<file path="src/rtl/dmem_sized_sync.sv">
// dmem_sized_sync: byte-addressed RV32 data memory with sized accesses.
//
// Loads and stores may be byte, half or word sized. Loads are sign- or
// zero-extended. Reads are registered, so each accepted request produces
// exactly one response one cycle later. After reset the array is cleared
// one word per cycle, and no requests are accepted until the clear is done.
//
// Handshake: a request transfers on a rising edge where req_valid and
// req_ready are both 1. req_ready is high only when the array is idle and
// cleared. The response (rsp_valid pulse with rsp_rdata/rsp_err) follows the
// transfer edge by one cycle and cannot be stalled.
//
// Ports:
//   clk, reset        clock; synchronous active-high reset
//   req_valid/ready   request handshake
//   req_we            1 = store, 0 = load
//   req_size          RV32 funct3 (000 B, 001 H, 010 W, 100 BU, 101 HU)
//   req_addr          byte address
//   req_wdata         right-aligned store data
//   rsp_valid         one-cycle response pulse
//   rsp_rdata         extended load data; 0 for stores and errors
//   rsp_err           access error, qualified by rsp_valid
//   busy              high while the post-reset clear runs
//
// Build option: define DMEM_MISALIGN_CHECK_EN to flag misaligned half/word
// accesses as errors; otherwise they are silently aligned down.
module dmem_sized_sync #(
  parameter int DEPTH_WORDS = 64,
  parameter int ADDR_W      = 32,
  parameter int IDX_W       = $clog2(DEPTH_WORDS)
) (
  input  logic              clk,
  input  logic              reset,
  input  logic              req_valid,
  output logic              req_ready,
  input  logic              req_we,
  input  logic [2:0]        req_size,
  input  logic [ADDR_W-1:0] req_addr,
  input  logic [31:0]       req_wdata,
  output logic              rsp_valid,
  output logic [31:0]       rsp_rdata,
  output logic              rsp_err,
  output logic              busy
);

  localparam logic [0:0] ST_CLEAR = 1'b0;
  localparam logic [0:0] ST_READY = 1'b1;

  logic [0:0]       state;
  logic [IDX_W-1:0] clr_cnt;
  logic [31:0]      mem [DEPTH_WORDS];

  logic [IDX_W-1:0]  idx;
  logic [1:0]        lane;
  logic [ADDR_W-1:0] addr_hi;
  logic              in_range;
  logic              size_ok;
  logic              misalign;
  logic              acc_err;
  logic [1:0]        lane_eff;
  logic [3:0]        be;
  logic [31:0]       wd_lanes;
  logic [31:0]       rd_word;
  logic [31:0]       rd_shift;
  logic [31:0]       ld_data;
  logic              accept;
  logic              do_write;

  assign idx      = req_addr[IDX_W+1:2];
  assign lane     = req_addr[1:0];
  // Any set bit above the array's byte range means out of range.
  assign addr_hi  = req_addr >> (IDX_W + 2);
  assign in_range = (addr_hi == '0);

  assign req_ready = (state == ST_READY);
  assign busy      = (state == ST_CLEAR);
  assign accept    = req_valid && (state == ST_READY);
  assign do_write  = accept && req_we && !acc_err;

  always_comb begin
    size_ok = 1'b0;
    case (req_size)
      3'b000, 3'b001, 3'b010: size_ok = 1'b1;
      3'b100, 3'b101:         size_ok = !req_we;  // unsigned forms are load-only
      default:                size_ok = 1'b0;
    endcase

    // Effective lane is the aligned-down lane; misalign records whether
    // alignment had to discard any address bits.
    lane_eff = lane;
    misalign = 1'b0;
    case (req_size[1:0])
      2'b01: begin
        misalign = lane[0];
        lane_eff = {lane[1], 1'b0};
      end
      2'b10: begin
        misalign = (lane != 2'b00);
        lane_eff = 2'b00;
      end
      default: ;
    endcase

`ifdef DMEM_MISALIGN_CHECK_EN
    acc_err = !in_range || !size_ok || misalign;
`else
    acc_err = !in_range || !size_ok;
`endif

    case (req_size[1:0])
      2'b00:   be = 4'b0001 << lane_eff;
      2'b01:   be = 4'b0011 << lane_eff;
      default: be = 4'b1111;
    endcase

    // Replicate store data so each enabled lane sees its own byte.
    case (req_size[1:0])
      2'b00:   wd_lanes = {4{req_wdata[7:0]}};
      2'b01:   wd_lanes = {2{req_wdata[15:0]}};
      default: wd_lanes = req_wdata;
    endcase

    rd_word  = mem[idx];
    rd_shift = rd_word >> {lane_eff, 3'b000};
    case (req_size)
      3'b000:  ld_data = {{24{rd_shift[7]}}, rd_shift[7:0]};
      3'b001:  ld_data = {{16{rd_shift[15]}}, rd_shift[15:0]};
      3'b100:  ld_data = {24'd0, rd_shift[7:0]};
      3'b101:  ld_data = {16'd0, rd_shift[15:0]};
      default: ld_data = rd_shift;
    endcase
  end

  // Array write port: the clear sweep and accepted stores never overlap
  // because stores are only accepted once the clear has finished.
  always_ff @(posedge clk) begin
    if (!reset && state == ST_CLEAR) begin
      mem[clr_cnt] <= '0;
    end else if (!reset && do_write) begin
      for (int i = 0; i < 4; i++) begin
        if (be[i]) mem[idx][8*i +: 8] <= wd_lanes[8*i +: 8];
      end
    end
  end

  always_ff @(posedge clk) begin
    if (reset) begin
      state     <= ST_CLEAR;
      clr_cnt   <= '0;
      rsp_valid <= 1'b0;
      rsp_rdata <= '0;
      rsp_err   <= 1'b0;
    end else begin
      if (state == ST_CLEAR) begin
        clr_cnt <= clr_cnt + 1'b1;
        if (clr_cnt == IDX_W'(DEPTH_WORDS - 1)) state <= ST_READY;
      end
      rsp_valid <= accept;
      rsp_err   <= accept && acc_err;
      rsp_rdata <= (accept && !acc_err && !req_we) ? ld_data : 32'd0;
    end
  end

endmodule

</file>
<file path="config.mk">
export PLATFORM = sky130hd
export DESIGN_NAME = dmem_sized_sync
export DESIGN_NICKNAME = d
export VERILOG_FILES = /design/src/rtl/dmem_sized_sync.sv
export SDC_FILE = /design/constraint.sdc
export NUM_CORES = 2
export LEC_CHECK = 0
export ABC_CLOCK_PERIOD_IN_PS = 16550
export BUFFER_PORTS_ARGS = -buffer_cell sky130_fd_sc_hd__clkbuf_2
export CAP_MARGIN = 10
export CORE_MARGIN = 2
export CORE_UTILIZATION = 50
export CTS_BUF_LIST = sky130_fd_sc_hd__clkbuf_8
export DETAILED_ROUTE_END_ITERATION = 10
export PLACE_DENSITY_LB_ADDON = 0.15
export SETUP_SLACK_MARGIN = 0.5
export SYNTH_ARGS = -nofsm -noshare
export SYNTH_HDL_FRONTEND = slang
export SYNTH_SLANG_ARGS = --single-unit
</file>
<file path="constraint.sdc">
create_clock -name clk -period 16.55 [get_ports clk]
set_input_delay 4.965 -clock clk [delete_from_list [all_inputs] [get_ports clk]]
set_output_delay 4.965 -clock clk [all_outputs]
set_load 0.05 [all_outputs]
</file>
* Word level (Yosys, flattened, before mapping)
Memories as Yosys holds them, arrays and structs flattened.
Cells that the tools add are included.
** Cells by class
- Mux-type cells :: 28
- Shift-type cells :: 3
- Add/subtract/negate cells :: 1
- Reduce and logical (&&, ||, !) cells :: 21
- Equality and inequality tests :: 7
- Bitwise gates (word level) :: 2
** Operator list (count)
- 32-bit case mux with 4 select lines :: 1
- 32-bit case mux with 2 select lines :: 1
- 32-bit zero test :: 1
- 32-bit two-way mux :: 1
- 32-bit OR reduction :: 1
- 32-bit by 5-bit right shift with 32-bit output :: 1
- 1-bit two-way mux :: 20
- 1-bit logical AND :: 8
- 4-bit case mux with 2 select lines :: 1
- 6-bit by 1-bit adder with 6-bit output (second input constant) :: 1
- 3-bit equality test (second input constant) :: 2
- 6-bit equality test (second input constant) :: 1
- 6-bit two-way mux :: 1
- 1-bit zero test :: 5
- 4-bit two-way mux :: 1
- 2-bit case mux with 2 select lines :: 1
- 2-bit OR reduction :: 2
- 1-bit by 2-bit left shift with 4-bit output (first input constant) :: 1
- 2-bit by 2-bit left shift with 4-bit output (first input constant) :: 1
- 3-bit by 1-bit equality test with 1-bit output (second input constant) :: 1
- 3-bit by 2-bit equality test with 1-bit output (second input constant) :: 1
- 3-bit zero test :: 1
- 3-bit OR reduction :: 1
- 2-bit by 1-bit equality test with 1-bit output (second input constant) :: 1
- 5 further kinds :: 6
** Word-level totals
- RAM bits :: 2048
- Memories :: 1
- Flip-flop bits (word level) :: 41
- Input bits :: 71
- Word-level logic and storage cells :: 68
** Memories
- mem :: words 64, width 32, read ports 1, clocked after memory_dff 0, wr ports 1, RTL line 51 : logic [31:0] mem [DEPTH_WORDS];

* Logic depth before layout (Yosys ltp)
- Depth after elaboration :: 13
- Depth in mapped cells :: 16
- Gate-level depth less buffers :: 11

* Least setup slack after synthesis
OpenSTA, ideal clock, no wires.
- Path kind :: input to register
- Start point :: in req_size[1]
- End point :: mem mem[0][16], data pin
- Cell stages on the path :: 11
- Path slack :: 7528 ps
- Arrival time :: 8473 ps
- Required time :: 16002 ps
- Path through :: inv_1 -> ha_1 -> or2_2 -> buf_2 -> o2111ai_1 -> nor3_1 -> clkbuf_1 -> nand2_1 -> clkbuf_1 -> buf_1 -> a21oi_1
** On the way
- Cells in the longest elaborated chain, start to end :: 13
- Elaborated cells on any way between the ends :: 39
- Those cells by class :: eq/ne: 6; shift: 2; mux: 21; reduce/logical: 10
** RTL lines
- start: declaration :: RTL line 37 : input logic [2:0] req_size,
- branches (longest 12 deep; another with 32-bit OR reduction)
- 32-bit two-way mux (no line) (*)
- end: declaration :: RTL line 51
Mark *: on every way between the ends.

* Final worst setup path
- Start point :: in req_size[0]
- End point :: mem mem[13][14], enable pin
** On the way
- Cells in the longest elaborated chain, start to end :: 13
- Elaborated cells on any way between the ends :: 39
- Those cells by class :: eq/ne: 6; shift: 2; mux: 21; reduce/logical: 10
** RTL lines
- branches (longest 13 deep; another with 32-bit OR reduction)
Parallel ways; which one is timed is not known.

==> reports/results.txt <==
Die height -> 409 µm
Core Area -> 163000 µm²
Initial antenna violation count -> 14
Maximum fanout along the worst path -> 17
FF+latch area -> 62300 µm²
Final WL -> 227000 µm
Tot Pwr -> 10.3 mW
I/O pin count -> 107
Initial DRC count -> 5576
Worst R2R Path Depth -> 10
Top cells by area, synth -> edfxtp_1 (75%), mux4_2 (14%), nor2_1 (1.5%)
Cell row count -> 148
Die ar. -> 167000 µm²
CP Launch Point -> req_size[0]
HP Class -> flip-flop to flip-flop
Final min period -> 10.29 ns
Layout cell share with drive strength beyond 1 -> 26.5%
Most common cell on crit path -> buf_4
Flops & latches, synth -> 2089
DRT antenna net count -> 0
Fill count -> 12300
Clk sink count -> 2089
Max_slew headroom -> 8.51%
Multi-input gate area -> 18800 µm²
Status -> completed
Most frequent cell after synthesis -> edfxtp_1
Placed Area -> 85200 µm²
Clock latency on the worst-skew pair -> 1.06 ns
Hold buffers post-CTS -> 0
H-tree depth -> 5
Reg clk slew, reported paths -> 0.06 ns
Worst Setup Start Kind -> input pin
Vias in the first global route -> 42000
Worst slew pin tran -> 1.36 ns
Via count -> 42600
Setup repair after global routing missed its margin -> false
Final setup vio count -> 0
Pleak -> 32.7 nW
Post-synth EDFFs -> 2048
Total grt overflow -> 0
CTS tree -> built
Clock Root Buffer -> clkbuf_8
Synthesized area -> 82000 µm²
Critical Path RT -> 17.20 ns
First-pass GRT wire length -> 319000 µm
Setup crit end kind -> flip-flop
# resized after CTS -> 0
Post-CTS setup buffer count -> 0
Buffers on Ports -> 106
Max_cap viols -> 0
Worst r2r dst -> mem[13][14]$_DFFE_PP_
Fin. max-slew vios -> 0
CP max stage delay -> 0.86 ns
GP Congestion -> 0.904
Max Buffers Root-to-Sink -> 4
Core Util, Final -> 56.1%
Synth Instances -> 3963
Data arrival, critical path -> 10.94 ns
Share of the synthesized area in the top cell type -> 75.0%
Die Width -> 409 µm
Number of CTS-inserted buffers -> 346
Nets -> 4359
R2r startpoint -> req_ready$_SDFF_PP0_
Worst VDD drop -> 79.1 µV
CP bufs+invs -> 4
DRC -> 0
Worst path slowest cell -> nor3_1
Post-synthesis sequential area ratio -> 76.0%
Power Density -> 113 nW/µm²
Worst Setup EP -> mem[13][14]$_DFFE_PP_
Final cycle utilization of the critical path -> 62.2%
Largest net degree at the start of global routing -> 123
Total GRT Usage -> 27.2%
Area Growth Syn to Fin -> 11.4%
Synth cell types -> 64
Most frequent cells after synthesis -> edfxtp_1 (2048), mux4_2 (516), nor2_1 (318)
Routed len/inst -> 33.9 µm
Syn avg cell area -> 20.7 µm²
Synth async-reset ratio -> 0%
HPWL after detailed placement -> 140000 µm
Starting density of the core -> 50.4%
Cell taking the most area after synthesis -> edfxtp_1
Fin Clk Skew -> 0.0691 ns
Syn Nets -> 4038
Setup slack, reg-to-reg -> 9.82 ns
Critical path depth in cells -> 13
DR pass1 iterations -> 6
Crit path max-delay family -> simple AND/OR/NAND/NOR gates
Finished Cell Area -> 91300 µm²
Final hold vios -> 0
Worst path cell trace -> clkbuf_2 -> inv_1 -> ha_1 -> or2_2 -> o2111ai_1 -> nor3_1 -> buf_4 -> and2_1 -> mux2i_1 -> nor2b_1 -> nand2_1 -> buf_4 -> nor2_1
Max Freq -> 97.2 MHz
Crit Path Category -> input pin to flip-flop
Post-synth top flop -> edfxtp_1
Via density per instance -> 6.35
Post-route setup TNS -> 0 ns
Synth warnings -> 0
==> area by class of cell <==
| class | instances | area share (%) |
|---|---|---|
| Inverter | 8 | 0.0384 |
| Tap cell | 2175 | 2.98 |
| Timing Repair Buffer | 200 | 1.47 |
| Sequential cell | 2089 | 68.2 |
| Clock buffer | 364 | 5.49 |
| Multi-Input combinational cell | 1639 | 20.5 |
| Antenna cell | 5 | 0.0137 |
| Clock inverter | 225 | 1.23 |
==> how the worst min path moves through the flow <==
stage	start	to	slack, ns	cells after the start
after floorplan	clr_cnt[5]$_SDFFE_PP0N_	req_ready$_SDFF_PP0_	0.49	2
after global placement	clr_cnt[5]$_SDFFE_PP0N_	req_ready$_SDFF_PP0_	0.52	2
after detailed placement	clr_cnt[4]$_SDFFE_PP0N_	clr_cnt[4]$_SDFFE_PP0N_	0.52	2
after CTS	clr_cnt[4]$_SDFFE_PP0N_	clr_cnt[4]$_SDFFE_PP0N_	0.54	2
after global routing	clr_cnt[5]$_SDFFE_PP0N_	req_ready$_SDFF_PP0_	0.57	2
final	clr_cnt[5]$_SDFFE_PP0N_	req_ready$_SDFF_PP0_	0.54	2
==> layout by cell type (no fill, tap or decap), types with 9 or more instances in the layout <==
| cell | Yosys | final |
|---|---|---|
| nand3_1 | 34 | 32 |
| clkinv_2 | 0 | 31 |
| a22o_1 | 15 | 15 |
| dfxtp_1 | 41 | 41 |
| clkbuf_8 | 0 | 364 |
| clkbuf_2 | 0 | 102 |
| inv_1 | 7 | 90 |
| o21ai_0 | 49 | 47 |
| nor2_1 | 318 | 314 |
| nand2b_1 | 10 | 10 |
| a21oi_1 | 57 | 35 |
| a21oi_4 | 0 | 22 |
| a22oi_1 | 45 | 45 |
| o22ai_1 | 32 | 31 |
| a221oi_1 | 20 | 20 |
| mux2i_1 | 102 | 102 |
| a31oi_1 | 17 | 14 |
| nand2_1 | 193 | 191 |
| a211oi_1 | 25 | 25 |
| mux4_1 | 21 | 21 |
| mux4_2 | 516 | 516 |
| buf_4 | 33 | 89 |
| clkinv_1 | 0 | 95 |
| nor3_1 | 18 | 17 |
| edfxtp_1 | 2048 | 2048 |
| nor2b_1 | 33 | 31 |
| mux2_2 | 10 | 10 |
| and2_1 | 9 | 9 |
==> where the power goes <==
part           internal (mW)  switching (mW)
registers               5.74         0.00587
logic                  0.123           0.271
clock network           2.14            2.01
==> logic make-up (layout without fill, tap and decap cells) <==
| kind of cell | Yosys count | in the layout | share of synthesized area (%) |
|---|---|---|---|
| AOI/OAI and AO/OA | 326 | 326 | 2.72 |
| other | 0 | 5 | 0 |
| and+or+nand+nor | 655 | 655 | 3.37 |
| muxes | 649 | 649 | 16.2 |
| DFF | 2089 | 2089 | 76.0 |
| xor gates and xnor gates | 5 | 5 | 0.0534 |
| adders and majority gates | 4 | 4 | 0.0611 |
| buffers and inverters | 235 | 797 | 1.54 |
==> per-layer routing <==
layer	GRT usage [%]	up-vias	wire, µm
met1	40.6	22500	93600
met3	8.80	373	27700
met5	0	-	221
met4	7.59	10	5730
li1	-	17100	-
met2	38.8	2561	100000
==> through the flow <==
step / std cells / worst slack (ns) / hold slack, ns
after floorplan: 3963 / 7.53 / 0.485
after global placement: 6108 / 5.73 / 0.522
after detailed placement: 6110 / 5.55 / 0.517
after CTS: 6699 / 6.66 / 0.539
after global routing: 6701 / 6.06 / 0.565
final: 6705 / 6.26 / 0.536
==> tightest hold or removal path: stages (launching register included) <==
cell and delay (ns):
dfxtp_1 0.34, nand3_1 0.08, a21oi_1 0.07
==> state kept, by name, indices dropped and copies added (netlist names) <==
register	flops
rsp_valid	1
req_ready	1
rsp_err	1
mem	2048
clr_cnt	6
rsp_rdata	32
No activity file was read; power rests on OpenSTA's default activity.
